**src/rtl/disp_bcd_encoder.sv**
```systemverilog
// disp_bcd_encoder
// Converts a 14-bit binary value into four active-low seven-segment patterns
// for the LED multiplexer. The conversion is sequential double-dabble, one bit
// per clock. Each digit is then encoded, with optional leading-zero blanking
// and per-digit decimal points. The LED outputs are registered and hold steady
// between conversions.
//
// Ports:
//   clk, rst        clock, synchronous active-high reset
//   load            start a conversion (sampled only in IDLE)
//   value           binary value, captured with load
//   dp_sel          decimal-point enable per digit (bit i -> LEDi), captured with load
//   blank_lz        leading-zero blanking enable, captured with load
//   busy            high while a conversion is in progress
//   done            one-cycle pulse on the cycle the LED outputs update
//   LED0..LED3      segment patterns {a,b,c,d,e,f,g,dp}, active-low; LED0 = ones
module disp_bcd_encoder #(
    parameter int WIDTH  = 14,
    parameter int MAXVAL = 9999
) (
    input  logic             clk,
    input  logic             rst,
    input  logic             load,
    input  logic [WIDTH-1:0] value,
    input  logic [3:0]       dp_sel,
    input  logic             blank_lz,
    output logic             busy,
    output logic             done,
    output logic [7:0]       LED0,
    output logic [7:0]       LED1,
    output logic [7:0]       LED2,
    output logic [7:0]       LED3
);

    localparam int SRW = 16 + WIDTH;

    typedef enum logic [1:0] {
        IDLE   = 2'd0,
        SHIFT  = 2'd1,
        ENCODE = 2'd2
    } state_t;

    state_t           r_state, w_next;
    logic [SRW-1:0]   r_sr;       // {bcd[15:0], bin[WIDTH-1:0]}
    logic [3:0]       r_cnt;
    logic             r_ovf;
    logic [3:0]       r_dp;
    logic             r_blz;
    logic             r_done;
    logic [3:0][7:0]  r_led;

    logic [SRW-1:0]   w_adj;
    logic [3:0][3:0]  w_dig;
    logic [3:0][7:0]  w_led;

    function automatic logic [7:0] seg7(input logic [3:0] d);
        logic [7:0] s;
        case (d)
            4'd0:    s = 8'h03;
            4'd1:    s = 8'h9F;
            4'd2:    s = 8'h25;
            4'd3:    s = 8'h0D;
            4'd4:    s = 8'h99;
            4'd5:    s = 8'h49;
            4'd6:    s = 8'h41;
            4'd7:    s = 8'h1F;
            4'd8:    s = 8'h01;
            4'd9:    s = 8'h09;
            default: s = 8'hFF;
        endcase
        return s;
    endfunction

    // Next-state logic
    always_comb begin
        w_next = r_state;
        case (r_state)
            IDLE: begin
                if (load) begin
                    w_next = (value > WIDTH'(MAXVAL)) ? ENCODE : SHIFT;
                end
            end
            SHIFT: begin
                if (r_cnt == 4'(WIDTH - 1)) begin
                    w_next = ENCODE;
                end
            end
            ENCODE:  w_next = IDLE;
            default: w_next = IDLE;
        endcase
    end

    // Add-3 correction of every BCD nibble >= 5, applied before each shift
    always_comb begin
        w_adj = r_sr;
        for (int i = 0; i < 4; i++) begin
            if (r_sr[WIDTH + 4*i +: 4] >= 4'd5) begin
                w_adj[WIDTH + 4*i +: 4] = r_sr[WIDTH + 4*i +: 4] + 4'd3;
            end
        end
    end

    // Segment encoding, blanking and decimal points
    always_comb begin
        for (int i = 0; i < 4; i++) begin
            w_dig[i] = r_sr[WIDTH + 4*i +: 4];
        end
        for (int i = 0; i < 4; i++) begin
            w_led[i] = r_ovf ? 8'hFD : seg7(w_dig[i]);
        end
        if (!r_ovf && r_blz) begin
            // Blank from the left only while every higher digit is also zero
            if (w_dig[3] == 4'd0)
                w_led[3] = 8'hFF;
            if (w_dig[3] == 4'd0 && w_dig[2] == 4'd0)
                w_led[2] = 8'hFF;
            if (w_dig[3] == 4'd0 && w_dig[2] == 4'd0 && w_dig[1] == 4'd0)
                w_led[1] = 8'hFF;
        end
        // Decimal point overrides every pattern, including blank and dash
        for (int i = 0; i < 4; i++) begin
            if (r_dp[i]) w_led[i][0] = 1'b0;
        end
    end

    always_ff @(posedge clk) begin
        if (rst) begin
            r_state <= IDLE;
            r_sr    <= '0;
            r_cnt   <= '0;
            r_ovf   <= 1'b0;
            r_dp    <= '0;
            r_blz   <= 1'b0;
            r_done  <= 1'b0;
            r_led   <= {4{8'hFF}};
        end else begin
            r_state <= w_next;
            r_done  <= 1'b0;
            case (r_state)
                IDLE: begin
                    if (load) begin
                        r_sr  <= {16'd0, value};
                        r_cnt <= '0;
                        r_ovf <= (value > WIDTH'(MAXVAL));
                        r_dp  <= dp_sel;
                        r_blz <= blank_lz;
                    end
                end
                SHIFT: begin
                    r_sr  <= w_adj << 1;
                    r_cnt <= r_cnt + 4'd1;
                end
                ENCODE: begin
                    r_led  <= w_led;
                    r_done <= 1'b1;
                end
                default: ;
            endcase
        end
    end

    assign busy = (r_state != IDLE);
    assign done = r_done;
    assign LED0 = r_led[0];
    assign LED1 = r_led[1];
    assign LED2 = r_led[2];
    assign LED3 = r_led[3];

endmodule
```
**config.mk**
```make
export PLATFORM = sky130hd
export DESIGN_NAME = disp_bcd_encoder
export DESIGN_NICKNAME = d
export VERILOG_FILES = /design/src/rtl/disp_bcd_encoder.sv
export SDC_FILE = /design/constraint.sdc
export NUM_CORES = 1
export LEC_CHECK = 0
export CORE_ASPECT_RATIO = 1.2
export CORE_MARGIN = 5
export CORE_UTILIZATION = 50
export DETAILED_ROUTE_END_ITERATION = 8
export PLACE_DENSITY = 0.72
export SYNTH_ARGS = -nofsm -noshare
export SYNTH_HDL_FRONTEND = slang
export SYNTH_SLANG_ARGS = --single-unit
```
**constraint.sdc**
```tcl
create_clock -name clk -period 3.2 [get_ports clk]
set_input_delay 0.64 -clock clk [delete_from_list [all_inputs] [get_ports clk]]
set_output_delay 0.64 -clock clk [all_outputs]
set_load 0.005 [all_outputs]
```
---- Word-level counts from Yosys, hierarchy flattened ----
Memory sizes are Yosys's and may differ from the RTL's. A register that Yosys moved wholly into a read port is not among the register bits.
Cells that the tools add are included.
cells by class
  $add $sub $neg .......................... 5
  $lt $le $gt $ge ......................... 5
  eq/ne operators ......................... 5
  mux-type cells .......................... 33
  reductions and logical operators ........ 13
operators with widths
  kind                                                                count
  case mux 30 bit (2 select lines)                                    1
  2-to-1 mux 8 bit                                                    7
  2-to-1 mux 4 bit                                                    12
  2-to-1 mux 30 bit                                                   1
  2-to-1 mux 24 bit                                                   1
  greater-or-equal comparator 4 x 3 -> 1 bit (second input constant)  4
  > comparator 14 bit (second input constant)                         1
  adder 4 x 2 -> 4 bit (second input constant)                        3
  zero test 4 bit                                                     3
  case mux 4 bit (2 select lines)                                     1
  2-to-1 mux 2 bit                                                    3
  AND reduction 2 bit                                                 3
  2-to-1 mux 1 bit                                                    5
  adder 4 x 1 -> 4 bit (second input constant)                        1
  equality test 4 bit (second input constant)                         1
  inequality test 2 bit (second input constant)                       2
  case mux 2 bit (2 select lines)                                     1
  nonzero test 2 bit                                                  2
  adder 3 x 2 -> 3 bit (second input constant)                        1
  logical AND 1 bit                                                   3
  2-to-1 mux 3 bit                                                    1
  equality test 2 x 1 -> 1 bit (second input constant)                1
  equality test 2 bit (second input constant)                         1
  zero test 2 bit                                                     1
  zero test 1 bit                                                     1
storage, ports and cells
  register bits ........................... 75
  memory bits (read-only) ................. 448
  bits of input ports ..................... 22
  output and inout port bits .............. 34
  logic and storage cells ................. 76
  memories ................................ 4
memory list
  memory            words  bits a word  rd ports  clocked after memory_dff  write ports  RTL line  text
  (name not given)  16     7            1         1                         0            58        case (d)
  (name not given)  16     7            1         1                         0            58
  (name not given)  16     7            1         1                         0            58
  (name not given)  16     7            1         1                         0            58

---- Logic depth before layout (Yosys ltp) ----
Gate-level depths: netlist of run 1.
  depth in word-level cells ............... 6
  depth in mapped cells ................... 11
  depth with buffers taken out ............ 11

---- Worst setup path after synthesis of run 1 ----
OpenSTA, ideal clock, no wires.
  path type ............................... in2reg
  start point ............................. input port rst
  end point ............................... register with a tool-made name
  setup time .............................. 0.088 ns
  arrival time ............................ 2.532 ns
  required time ........................... 3.112 ns
  slack ................................... 0.580 ns
  cell stages on the path ................. 10
  buffers on the path ..................... 3
  path through ............................ buf_4 -> or3b_1 -> buf_2 -> buf_6 -> o32ai_2 -> inv_1 -> ha_1 -> o32ai_1 -> a221oi_2 -> a311oi_2
RTL lines
  item         RTL line  text
  from (decl)  22        input logic rst,

==> results of run 1 <==
==> cells in the mapped netlist (4+ instances only) <==
cell / number
a211oi_1: 12
nor3_1: 21
buf_6: 5
buf_2: 11
nand2b_1: 5
o211ai_1: 8
o21ai_0: 23
and2_1: 5
o31ai_1: 4
ha_1: 36
a311oi_1: 13
and4b_1: 4
o22ai_1: 20
clkbuf_1: 20
mux2i_1: 6
inv_1: 29
a22oi_1: 4
o32ai_1: 9
nand2_1: 75
nor2_1: 49
a211oi_2: 4
dfxtp_1: 103
a21oi_1: 33
==> how the worst max path moves through the flow <==
stage,start,to,depth (start not counted)
after floorplan,rst,flop,10
after global placement,rst,flop,10
after detailed placement,rst,flop,7
after CTS,r_state[0],flop,8
after global routing,r_state[0],flop,8
final,r_state[0],flop,8
==> worst max-delay path, stage by stage, from the launching register on <==
cell,delay (ns)
dfxtp_1,0.76
or3b_1,0.45
buf_4,0.21
o32ai_4,0.36
inv_1,0.16
ha_1,0.26
o32ai_1,0.14
a221oi_2,0.07
a311oi_2,0.24
==> routing by layer <==
| metal | part of all wire (%) | track usage (%) |
|---|---|---|
| met1 | 44 | 25.3 |
| met4 | 1.1 | 4.92 |
| met3 | 5.3 | 4.44 |
| met2 | 49 | 34.7 |
| met5 | 0 | 0 |
==> area by class of cell <==
type / instances / area [µm²]
Sequential cell: 103 / 2060
Clock inverter: 4 / 70.1
Multi-Input combinational cell: 398 / 2700
Fill cell: 898 / 3950
Clock buffer: 11 / 243
Tap cell: 126 / 158
Inverter: 32 / 121
Timing Repair Buffer: 76 / 708
==> logic make-up (layout without fill, tap and decap cells) <==
logic type | Yosys count | after routing
DFF | 103 | 103
adders and majority gates | 36 | 36
buffers and inverters | 73 | 123
and+or+nand+nor | 185 | 185
muxes | 7 | 7
xor gates and xnor gates | 1 | 1
AOI/OAI and AO/OA | 169 | 169
==> where the power goes <==
| part | internal, mW | leakage [nW] | switching [mW] |
|---|---|---|---|
| Combinational | 0.163 | 1.40 | 0.174 |
| Clock | 0.700 | 0.155 | 0.456 |
| Sequential | 1.34 | 0.839 | 0.0447 |
==> per-stage QoR <==
step / cell area, µm² / power (mW)
finish: 6060 / 2.88
global route: 6060 / 3.00
CTS: 6060 / 2.91
detailed placement: 5750 / 1.76
global placement: 5750 / 1.75
floorplan: 5100 / 1.61
==> out/qor.yml, run 1 <==
worst_setup_path:
  worstPathRequired_ns: 3.46
  critPathArrivalTime_ns: 3.00
  r2r_cells: 8
  worstReg2RegStart: "r_state[0]"
  worstPathMaxFanout: 18
  r2r_setup_slack_ns: 0.47
  crit_path_end_kind: "flop"
  path_class: "reg2reg"
  cp-start-kind: "flop"
floorplan:
  dieHeight_um: 121
  chipWidth_um: 102
  rows: 40
  core_area_mm2: 0.0100
  boundaryPins: 56
  start_util_pct: 50.9
  die_area_mm2: 0.0123
detailed_routing:
  wl_per_cell_um: 15.8
  routed_wl_um: 11900
  drtAntennaViolNets: 0
  drc_errors: 0
  vias: 4332
  detail_route.iter0.violations: 204
  drtPass1Iterations: 6
  vias_per_cell: 5.78
clock_network:
  root_buffer: "clkbuf_16"
  cts_resized: 0
  cts_tree: "done"
  insertion_delay_ns: 0.35
  clkSinkCount: 103
  htreeDepth: 3
  cts_buffers: 9
  cts_hold_buf: 0
  post-cts-setup-buffers: 0
  clk_pin_slew_ns: 0.07
  cts_max_path_buffers: 2
synth:
  yosys_warnings: 0
  ys_ff_latch: 103
  yosys.area_share.adder_pct: 8.83
  synth_edf_count: 0
  yosysTopAreaCellShare_pct: 40.4
  yosys_most_used_dff: "dfxtp_1"
  synth.area.top_cells: "dfxtp_1 40%, ha_1 8.8%, nand2_1 5.5%, nor2_1 3.6%, a21oi_1 3.2%"
  synth-compound-area-share_pct: 25.5
  yosysSeqAreaShare_pct: 40.4
  synth_top_family_by_area: "compound AO/OA/AOI/OAI gates"
  syn_nets: 632
  syn-cell-area_mm2: 0.00510
  yosys.area_share.simple_pct: 17.1
  syn_avg_cell_area_um2: 8.88
  synth_cells: 574
  yosys.area.top_type: "dfxtp_1"
  netlist-cell-type-count: 73
  synth_xor_area_share_pct: 0.172
  muxShareOfSynthArea_pct: 1.40
  synthArstFlopShare_pct: 0
timing:
  setup_viol: 0
  tightest_slew_ns: 0.688
  fmax_ghz: 0.366
  slew_headroom_pct: 54.0
  setup_tns_ns: 0
  fin_crit_sh_pct: 85.4
  fin_ws_ns: 0.467
  period_minus_slack_ns: 2.73
  hold-worst-slack_ns: 0.442
  rsz0062_at_grt: "false"
  fin_skew_ns: 0.00879
  final_hold_viol_count: 0
  slew_violations: 0
worst_hold_path:
  whs_endpoint: "LED3[4]"
  min_path_cells: 2
  worst_hold_path_type: "reg2reg"
place:
  io_buffers: 55
  dp_slack_ns: 0.167
  gp_congestion: 0.911
  hpwl_um: 8430
  placed_cells: 735
global_route:
  grt_util_all_layers_pct: 20.1
  overflow: 0
  grt_pass1_wl_um: 20100
  grt_antenna_before_repair: 0
  grt_max_degree: 46
  grt_pass1_vias: 4210
run:
  maxCapViolations: 0
status:
  status: "finished, final reports clean"
pwr:
  ir_drop_mv: 0.321
  leakagePower_nw: 2.39
  cellPowerDensity_mw_per_mm2: 475
finish:
  utilization_pct: 60.6
  final_common_cell: "dfxtp_1"
  n_antenna_cell: 0
  final_nets: 678
  mostFrequentLayoutCells: "103 x dfxtp_1, 75 x nand2_1, 55 x clkdlybuf4s50_1, 49 x nor2_1, 36 x ha_1"
  stdcell_count: 750
  drive_gt1_share_pct: 9.94
  syn2layout_area_growth_pct: 18.9
Note: power is estimated with default switching activity, not from simulation.
==> inputs of run 2 (changes only) <==
- DONT_BUFFER_PORTS: default -> 1
- PLACE_DENSITY: 0.72 -> default
==> out/qor.yml, run 2 (synthesized netlist as in run 1, its figures left out) <==
status:
  status: "finished, final reports clean"
place:
  placed_cells: 670
  io_buffers: 0
  gp_congestion: 0.866
  hpwl_um: 8110
  dp_slack_ns: 0.271
worst_setup_path:
  r2r_cells: 9
  cp-startpoint: "r_sr[19]"
  worst-path-buf-inv: 2
  worstPathMaxFanout: 6
  critPathMaxStageDelay_ns: 0.58
  worstPathRequired_ns: 3.42
  r2r_setup_slack_ns: 0.38
  path_class: "reg2reg"
  cp-start-kind: "flop"
  critPathArrivalTime_ns: 3.03
  crit_path_end_kind: "flop"
  crit_chain: "inv_1 -> ha_1 -> nand2b_1 -> a21o_1 -> a211oi_1 -> inv_1 -> ha_1 -> a211oi_1 -> a211oi_2"
  critPathSlowestCell: "a211oi_1"
  path_delay_family: "compound AO/OA/AOI/OAI gates"
  worstReg2RegStart: "r_sr[19]"
finish:
  stdcell_count: 686
  drive_gt1_share_pct: 9.82
  final_common_cell: "dfxtp_1"
  syn2layout_area_growth_pct: 7.36
  nFillCells: 944
  mostFrequentLayoutCells: "103 x dfxtp_1, 75 x nand2_1, 49 x nor2_1, 36 x ha_1, 33 x a21oi_1"
  final_nets: 613
  regArea_mm2: 0.00206
  multiInputGateArea_mm2: 0.00270
  n_antenna_cell: 0
timing:
  period_minus_slack_ns: 2.82
  rsz0062_at_grt: "false"
  fin_ws_ns: 0.384
  fin_skew_ns: 0.00828
  slew_violations: 0
  tightest_slew_ns: 0.770
  fmax_ghz: 0.355
  hold-worst-slack_ns: 0.373
  slew_headroom_pct: 48.7
  final_hold_viol_count: 0
  setup_viol: 0
  setup_tns_ns: 0
  fin_crit_sh_pct: 88.0
clock_network:
  cts_resized: 0
  cts_hold_buf: 0
  insertion_delay_ns: 0.35
  htreeDepth: 3
  post-cts-setup-buffers: 0
  clkSinkCount: 103
  root_buffer: "clkbuf_16"
  cts_tree: "done"
  clk_pin_slew_ns: 0.06
  cts_max_path_buffers: 2
  cts_buffers: 9
floorplan:
  chipWidth_um: 102
  dieHeight_um: 121
  die_area_mm2: 0.0123
  core_area_mm2: 0.0100
  start_util_pct: 50.9
  boundaryPins: 56
  rows: 40
pwr:
  p_switching_mw: 0.664
  ir_drop_mv: 0.288
  cellPowerDensity_mw_per_mm2: 526
  seqPwrFrac_pct: 48.1
  power.total_mw: 2.88
  p_int_mw: 2.22
  leakagePower_nw: 2.13
  pwr-share-clk_pct: 43.4
  sw_frac_of_total_pct: 23.1
  combPwrFrac_pct: 8.5
detailed_routing:
  drtPass1Iterations: 4
  detail_route.iter0.violations: 217
  vias_per_cell: 5.88
  drc_errors: 0
  routed_wl_um: 11500
  drtAntennaViolNets: 0
  wl_per_cell_um: 16.8
  vias: 4032
worst_hold_path:
  worstHoldStart: "rst"
  min_path_cells: 1
  worst_hold_path_type: "in2reg"
  whs_endpoint: "r_sr[26]"
global_route:
  grt_util_all_layers_pct: 19.8
  grt_max_degree: 47
  grt_antenna_before_repair: 0
  grt_pass1_vias: 3988
  grt_pass1_wl_um: 19600
  overflow: 0
run:
  maxCapViolations: 0
run 2: cell types whose count changed in the layout (fill, tap and decap cells not counted), sizes merged:
cell / previous run / this run
clkinvlp: 0 / 1
buf: 21 / 11
bufinv: 2 / 3
clkbuf: 11 / 10
clkdlybuf4s50: 55 / 0
run 2: layer usage:
layer	wire length (µm)	part of all wire (%)	global-route usage, %
met1	5080	44	25.0
met2	5650	49	32.6
met3	590	5.1	5.14
met4	214	1.9	6.48
met5	0	0	0
run 2: power by group through the flow:
stage / combinational, mW / clock (mW) / sequential [mW]
detailed placement: 0.247 / 0 / 1.42
CTS: 0.248 / 1.28 / 1.39
global placement: 0.241 / 0 / 1.41
finish: 0.245 / 1.25 / 1.38
global route: 0.277 / 1.35 / 1.39
floorplan: 0.208 / 0 / 1.40
run 2: cell type report:
| cell class | count | area share [%] |
|---|---|---|
| clock buffers | 10 | 4.37 |
| clock inverters | 6 | 1.97 |
| inverters | 32 | 2.22 |
| multi-input cells | 398 | 49.4 |
| flip-flops and latches | 103 | 37.7 |
| well taps | 126 | 2.88 |
| repair buffers | 11 | 1.51 |
run 2: worst max path at each step:
stage / to / slack [ns] / cells past startpoint
after floorplan: flop / 0.58 / 10
final: flop / 0.38 / 9
after CTS: flop / 0.40 / 9
after global routing: flop / 0.06 / 9
after global placement: flop / 0.38 / 7
after detailed placement: flop / 0.27 / 7
run 2: through the flow:
stage,cell area (µm²),utilization [%]
after detailed placement,5130,51.2
final,5470,54.7
after floorplan,5100,-
after global routing,5470,54.7
after global placement,5130,51.2
after CTS,5470,54.7
